File: src/rtl/gshare_predictor.sv
// gshare direction predictor with a direct-mapped BTB.
// Lookup is combinational off current state; training comes from AGEX.
module gshare_predictor #(
  parameter int HIST_BITS    = 8,
  parameter int BTB_IDX_BITS = 4,
  parameter int DBITS        = 32
) (
  input  logic                 clk,
  input  logic                 reset_n,
  input  logic [DBITS-1:0]     fe_pc,
  output logic                 pred_taken,
  output logic [DBITS-1:0]     pred_target,
  output logic [HIST_BITS-1:0] pred_bhr,
  input  logic                 upd_valid,
  input  logic [DBITS-1:0]     upd_pc,
  input  logic                 upd_is_cond,
  input  logic                 upd_taken,
  input  logic [DBITS-1:0]     upd_target,
  input  logic [HIST_BITS-1:0] upd_bhr
);

  localparam int PHT_N = 1 << HIST_BITS;
  localparam int BTB_N = 1 << BTB_IDX_BITS;
  localparam int TAG_W = DBITS - BTB_IDX_BITS - 2;

  logic [HIST_BITS-1:0] bhr_q, bhr_d;
  logic [1:0]           pht_q [PHT_N];
  logic                 btb_vld_q [BTB_N];
  logic                 btb_unc_q [BTB_N];
  logic [TAG_W-1:0]     btb_tag_q [BTB_N];
  logic [DBITS-1:0]     btb_tgt_q [BTB_N];

  logic [BTB_IDX_BITS-1:0] lbi, ubi;
  logic [TAG_W-1:0]        ltag, utag;
  logic [HIST_BITS-1:0]    lpi, upi;
  logic                    hit;
  logic [1:0]              ctr, ctr_d;
  logic                    pht_we, btb_we;
  logic                    unused_pc_lsb;

  assign lbi  = fe_pc[BTB_IDX_BITS+1:2];
  assign ltag = fe_pc[DBITS-1:BTB_IDX_BITS+2];
  assign lpi  = fe_pc[HIST_BITS+1:2] ^ bhr_q;
  assign hit  = btb_vld_q[lbi] && (btb_tag_q[lbi] == ltag);

  assign pred_taken  = hit && (btb_unc_q[lbi] || pht_q[lpi][1]);
  assign pred_target = hit ? btb_tgt_q[lbi] : '0;
  assign pred_bhr    = bhr_q;

  assign ubi  = upd_pc[BTB_IDX_BITS+1:2];
  assign utag = upd_pc[DBITS-1:BTB_IDX_BITS+2];
  assign upi  = upd_pc[HIST_BITS+1:2] ^ upd_bhr;

  assign pht_we = upd_valid && upd_is_cond;
  assign btb_we = upd_valid && upd_taken;

  assign unused_pc_lsb = ^{fe_pc[1:0], upd_pc[1:0]};

  assign ctr = pht_q[upi];

  always_comb begin
    ctr_d = ctr;
    unique case (1'b1)
      upd_taken && (ctr != 2'b11):  ctr_d = ctr + 2'b01;
      !upd_taken && (ctr != 2'b00): ctr_d = ctr - 2'b01;
      default:                      ctr_d = ctr;
    endcase
  end

  // History is rebuilt from the carried snapshot, repairing wrong-path drift.
  always_comb begin
    bhr_d = bhr_q;
    if (pht_we) bhr_d = {upd_bhr[HIST_BITS-2:0], upd_taken};
  end

  always_ff @(posedge clk or negedge reset_n) begin
    if (!reset_n) begin
      bhr_q <= '0;
      for (int i = 0; i < PHT_N; i++) pht_q[i] <= 2'b01;
      for (int i = 0; i < BTB_N; i++) btb_vld_q[i] <= 1'b0;
    end else begin
      bhr_q <= bhr_d;
      if (pht_we) pht_q[upi] <= ctr_d;
      if (btb_we) btb_vld_q[ubi] <= 1'b1;
    end
  end

  always_ff @(posedge clk) begin
    if (btb_we) begin
      btb_unc_q[ubi] <= ~upd_is_cond;
      btb_tag_q[ubi] <= utag;
      btb_tgt_q[ubi] <= upd_target;
    end
  end

endmodule

File: config.mk
export PLATFORM = sky130hd
export DESIGN_NAME = gshare_predictor
export DESIGN_NICKNAME = d
export VERILOG_FILES = /design/src/rtl/gshare_predictor.sv
export SDC_FILE = /design/constraint.sdc
export NUM_CORES = 2
export LEC_CHECK = 0
export CAP_MARGIN = 10
export CORE_ASPECT_RATIO = 1.5
export CORE_MARGIN = 4
export CORE_UTILIZATION = 30
export DETAILED_ROUTE_END_ITERATION = 10
export GPL_TIMING_DRIVEN = 0
export SLEW_MARGIN = 20
export SYNTH_ARGS = -nofsm -noshare
export SYNTH_HDL_FRONTEND = slang
export SYNTH_SLANG_ARGS = --single-unit
export TNS_END_PERCENT = 50
File: constraint.sdc
create_clock -name clk -period 16.62 [get_ports clk]
set_clock_uncertainty 0.1 [all_clocks]
set_input_delay 4.986 -clock clk [delete_from_list [all_inputs] [get_ports clk]]
set_output_delay 4.986 -clock clk [all_outputs]
set_load 0.005 [all_outputs]
==> metrics.yaml <==
sta:
  finalMaxSlewViolations: 0
  period_share_pct: 97.7
  finalCriticalPeriod_ns: 16.23
  rsz0062_at_grt: "false"
  finalHoldViolations: 0
  relSlewSlack_pct: 9.90
  hold_ws_ns: 0.365
  worst_slack_ns: 0.390
  finalSetupViolations: 0
  worstMarginPinSlew_ns: 1.34
  fmax_mhz: 61.6
floorplan:
  fp-row-count: 208
  io_pins: 150
  initial_core_util_pct: 30.2
  core_sq_um: 214000
  die_h_um: 577
  die_area_sq_um: 224000
  die_w_um: 387
worst_setup_path:
  timing.rr.start: "pht_q[47]$_DFFE_PN0P_"
  crit_family: "buffers and inverters"
  arrival_ns: 11.14
  reg2reg_depth: 9
  cp-endpoint: "pred_taken"
  critPathLaunchType: "input pin"
  crit_required_ns: 11.53
  crit_start: "fe_pc[2]"
  worstSetupEndpointType: "output port"
  path_depth: 12
  rr_endpoint: "pht_q[239]$_DFFE_PN0P_"
  crit_type: "input pin to output port"
  reg2reg_slack_ns: 11.69
  crit_chain: "clkbuf_1 -> buf_2 -> buf_1 -> mux4_2 -> mux4_2 -> xnor2_1 -> nand4_1 -> nor3_1 -> nand4_1 -> clkbuf_1 -> a221oi_1 -> clkdlybuf4s50_1"
  path_max_fanout: 10
  slowest_stage: "buf_1"
  critPathMaxStageDelay_ns: 0.79
  crit_buf_inv: 5
grt:
  gr-usage-all-layers_pct: 20.1
  grt_pass1_wl_mm: 328
  antenna_found_initial: 32
  grt-ovfl-total: 0
  grt_pass1_vias: 44320
  grt_max_degree: 98
placement:
  port_buffers: 139
  place_inst: 7151
  gp_congestion: 0.989
  place_ws_ns: 0.144
  dpl.hpwl_mm: 158
route:
  wirelength_mm: 230
  drc_errors: 0
  drt_first_pass_iters: 10
  drt_iter0_markers: 6407
  vias_per_cell: 5.89
  wl_per_cell_um: 30.8
  ant_nets: 0
  num_vias: 43977
pwr:
  ir_drop_v: 0.0000776
  p_per_area_nw_per_um2: 113
  leakage_nw: 25.2
synth:
  synthCells: 4074
  synth_nets: 4183
  netlist.area_leader.share_pct: 43.8
  synth_area_leaders: "edfxtp_1, mux4_2, dfrtp_1"
  ys_seq_area_share_pct: 65.0
  netlist.top_cell.by_area: "edfxtp_1"
  avgSynthCellArea_sq_um: 15.9
  ys_ff_latch: 1480
  syn_area_sq_um: 64800
  ys.warnings.count: 0
  synth_cell_type_count: 38
clock_network:
  clkTransAtPathRegs_ns: 0.06
  cts_root_buf: "clkbuf_16"
  clk_path_buf_depth: 3
  clkSinkCount: 1480
  cts-buffers-inserted: 159
  tritoncts: "built"
  cts-resized-gates: 0
  hold_buffers: 0
  post_cts_buffers: 0
  h-tree-depth: 4
  clkLatencyLatePin_ns: 0.82
layout:
  final_cell_mix: "edfxtp_1, mux4_2, nor2_1, dfrtp_1, dfstp_2"
  final_util_pct: 35.8
  final_common_cell: "edfxtp_1"
  stdcell_count: 7465
  nNetsFinal: 4588
  area_delta_synth_final_pct: 18.6
  drive_gt1_share_pct: 28.3
job:
  drv_cap: 0
run_status:
  status: "complete, no violations"
hold_path:
  hold_path.class: "flip-flop to flip-flop"
-- through the flow --
step	TNS (ns)	total power, mW	cell area (sq um)
after global routing	0	8.92	76800
after global placement	-5486.48	5.18	69700
after detailed placement	0	5.21	71600
after CTS	0	8.67	76700
final	0	8.67	76800
after floorplan	0	4.76	64800
-- per-layer routing --
metal	vias to the layer above	part of all wire, %	wire length, um	GRT usage, %
met5	-	0.10	231	0
met4	36	8.0	18400	13.4
met3	972	11	25000	6.02
met2	3023	46	106000	31.9
met1	22655	35	79700	23.8
li1	17291	-	-	-
-- report_power, final --
group          internal, mW  total [mW]  switching (mW)  leakage (nW)
Clock                  1.97        3.49            1.53          2.49
Sequential             4.08        4.15          0.0680          15.0
Combinational         0.343        1.03           0.684          7.76
Total                  6.39        8.67            2.28          25.2
-- worst min path at each step --
| stage | start | end | depth (start not counted) |
|---|---|---|---|
| floorplan | btb_vld_q[14]$_DFFE_PN0P_ | btb_vld_q[14]$_DFFE_PN0P_ | 1 |
| global placement | btb_vld_q[12]$_DFFE_PN0P_ | btb_vld_q[12]$_DFFE_PN0P_ | 1 |
| detailed placement | btb_vld_q[3]$_DFFE_PN0P_ | btb_vld_q[3]$_DFFE_PN0P_ | 1 |
| CTS | btb_vld_q[3]$_DFFE_PN0P_ | btb_vld_q[3]$_DFFE_PN0P_ | 1 |
| global route | btb_vld_q[7]$_DFFE_PN0P_ | btb_vld_q[7]$_DFFE_PN0P_ | 1 |
| finish | btb_vld_q[3]$_DFFE_PN0P_ | btb_vld_q[3]$_DFFE_PN0P_ | 1 |
-- synthesized netlist by cell type --
master	n
or2_2	16
a211oi_1	4
a21oi_1	115
o21ai_0	190
o31ai_2	1
a41oi_1	120
a31oi_1	152
o22ai_1	4
buf_2	111
nand3_1	15
buf_6	1
xnor2_1	31
or2_1	1
nand4_1	8
buf_1	34
or3_1	2
o31ai_1	67
inv_1	1
nand2_1	253
and2_1	1
dfstp_2	256
dfrtp_1	280
o21ai_1	1
a22oi_1	8
clkbuf_1	227
nor4_1	3
nor2_1	417
nor3_1	20
buf_4	11
xor2_1	19
a221oi_1	1
nand4b_1	1
mux4_2	508
nand2b_1	2
nor2b_1	37
edfxtp_1	944
mux2i_1	6
o41ai_1	206
-- flip-flops by register name, summed over array words and instances, names as in the netlist --
signal,flops
btb_tgt_q,512
pht_q,512
btb_tag_q,416
btb_unc_q,16
btb_vld_q,16
pred_bhr,8
-- cell families after synthesis --
logic type | share of synthesized area, %
xor gates and xnor gates | 0.676
DFF | 65.0
muxes | 17.8
and+or+nand+nor | 4.84
buffers and inverters | 2.52
AOI/OAI and AO/OA | 9.23
-- cell type report --
type / instances / area, sq um
Clock inverter: 74 / 761
Sequential cell: 1480 / 42100
Inverter: 1 / 3.75
Buffer: 384 / 1680
Clock buffer: 216 / 4320
Antenna cell: 22 / 55.1
Multi-Input combinational cell: 2209 / 21300
Tap cell: 2835 / 3550
Timing Repair Buffer: 244 / 3100
Fill cell: 20250 / 138000
(Power assumes the default switching activity.)
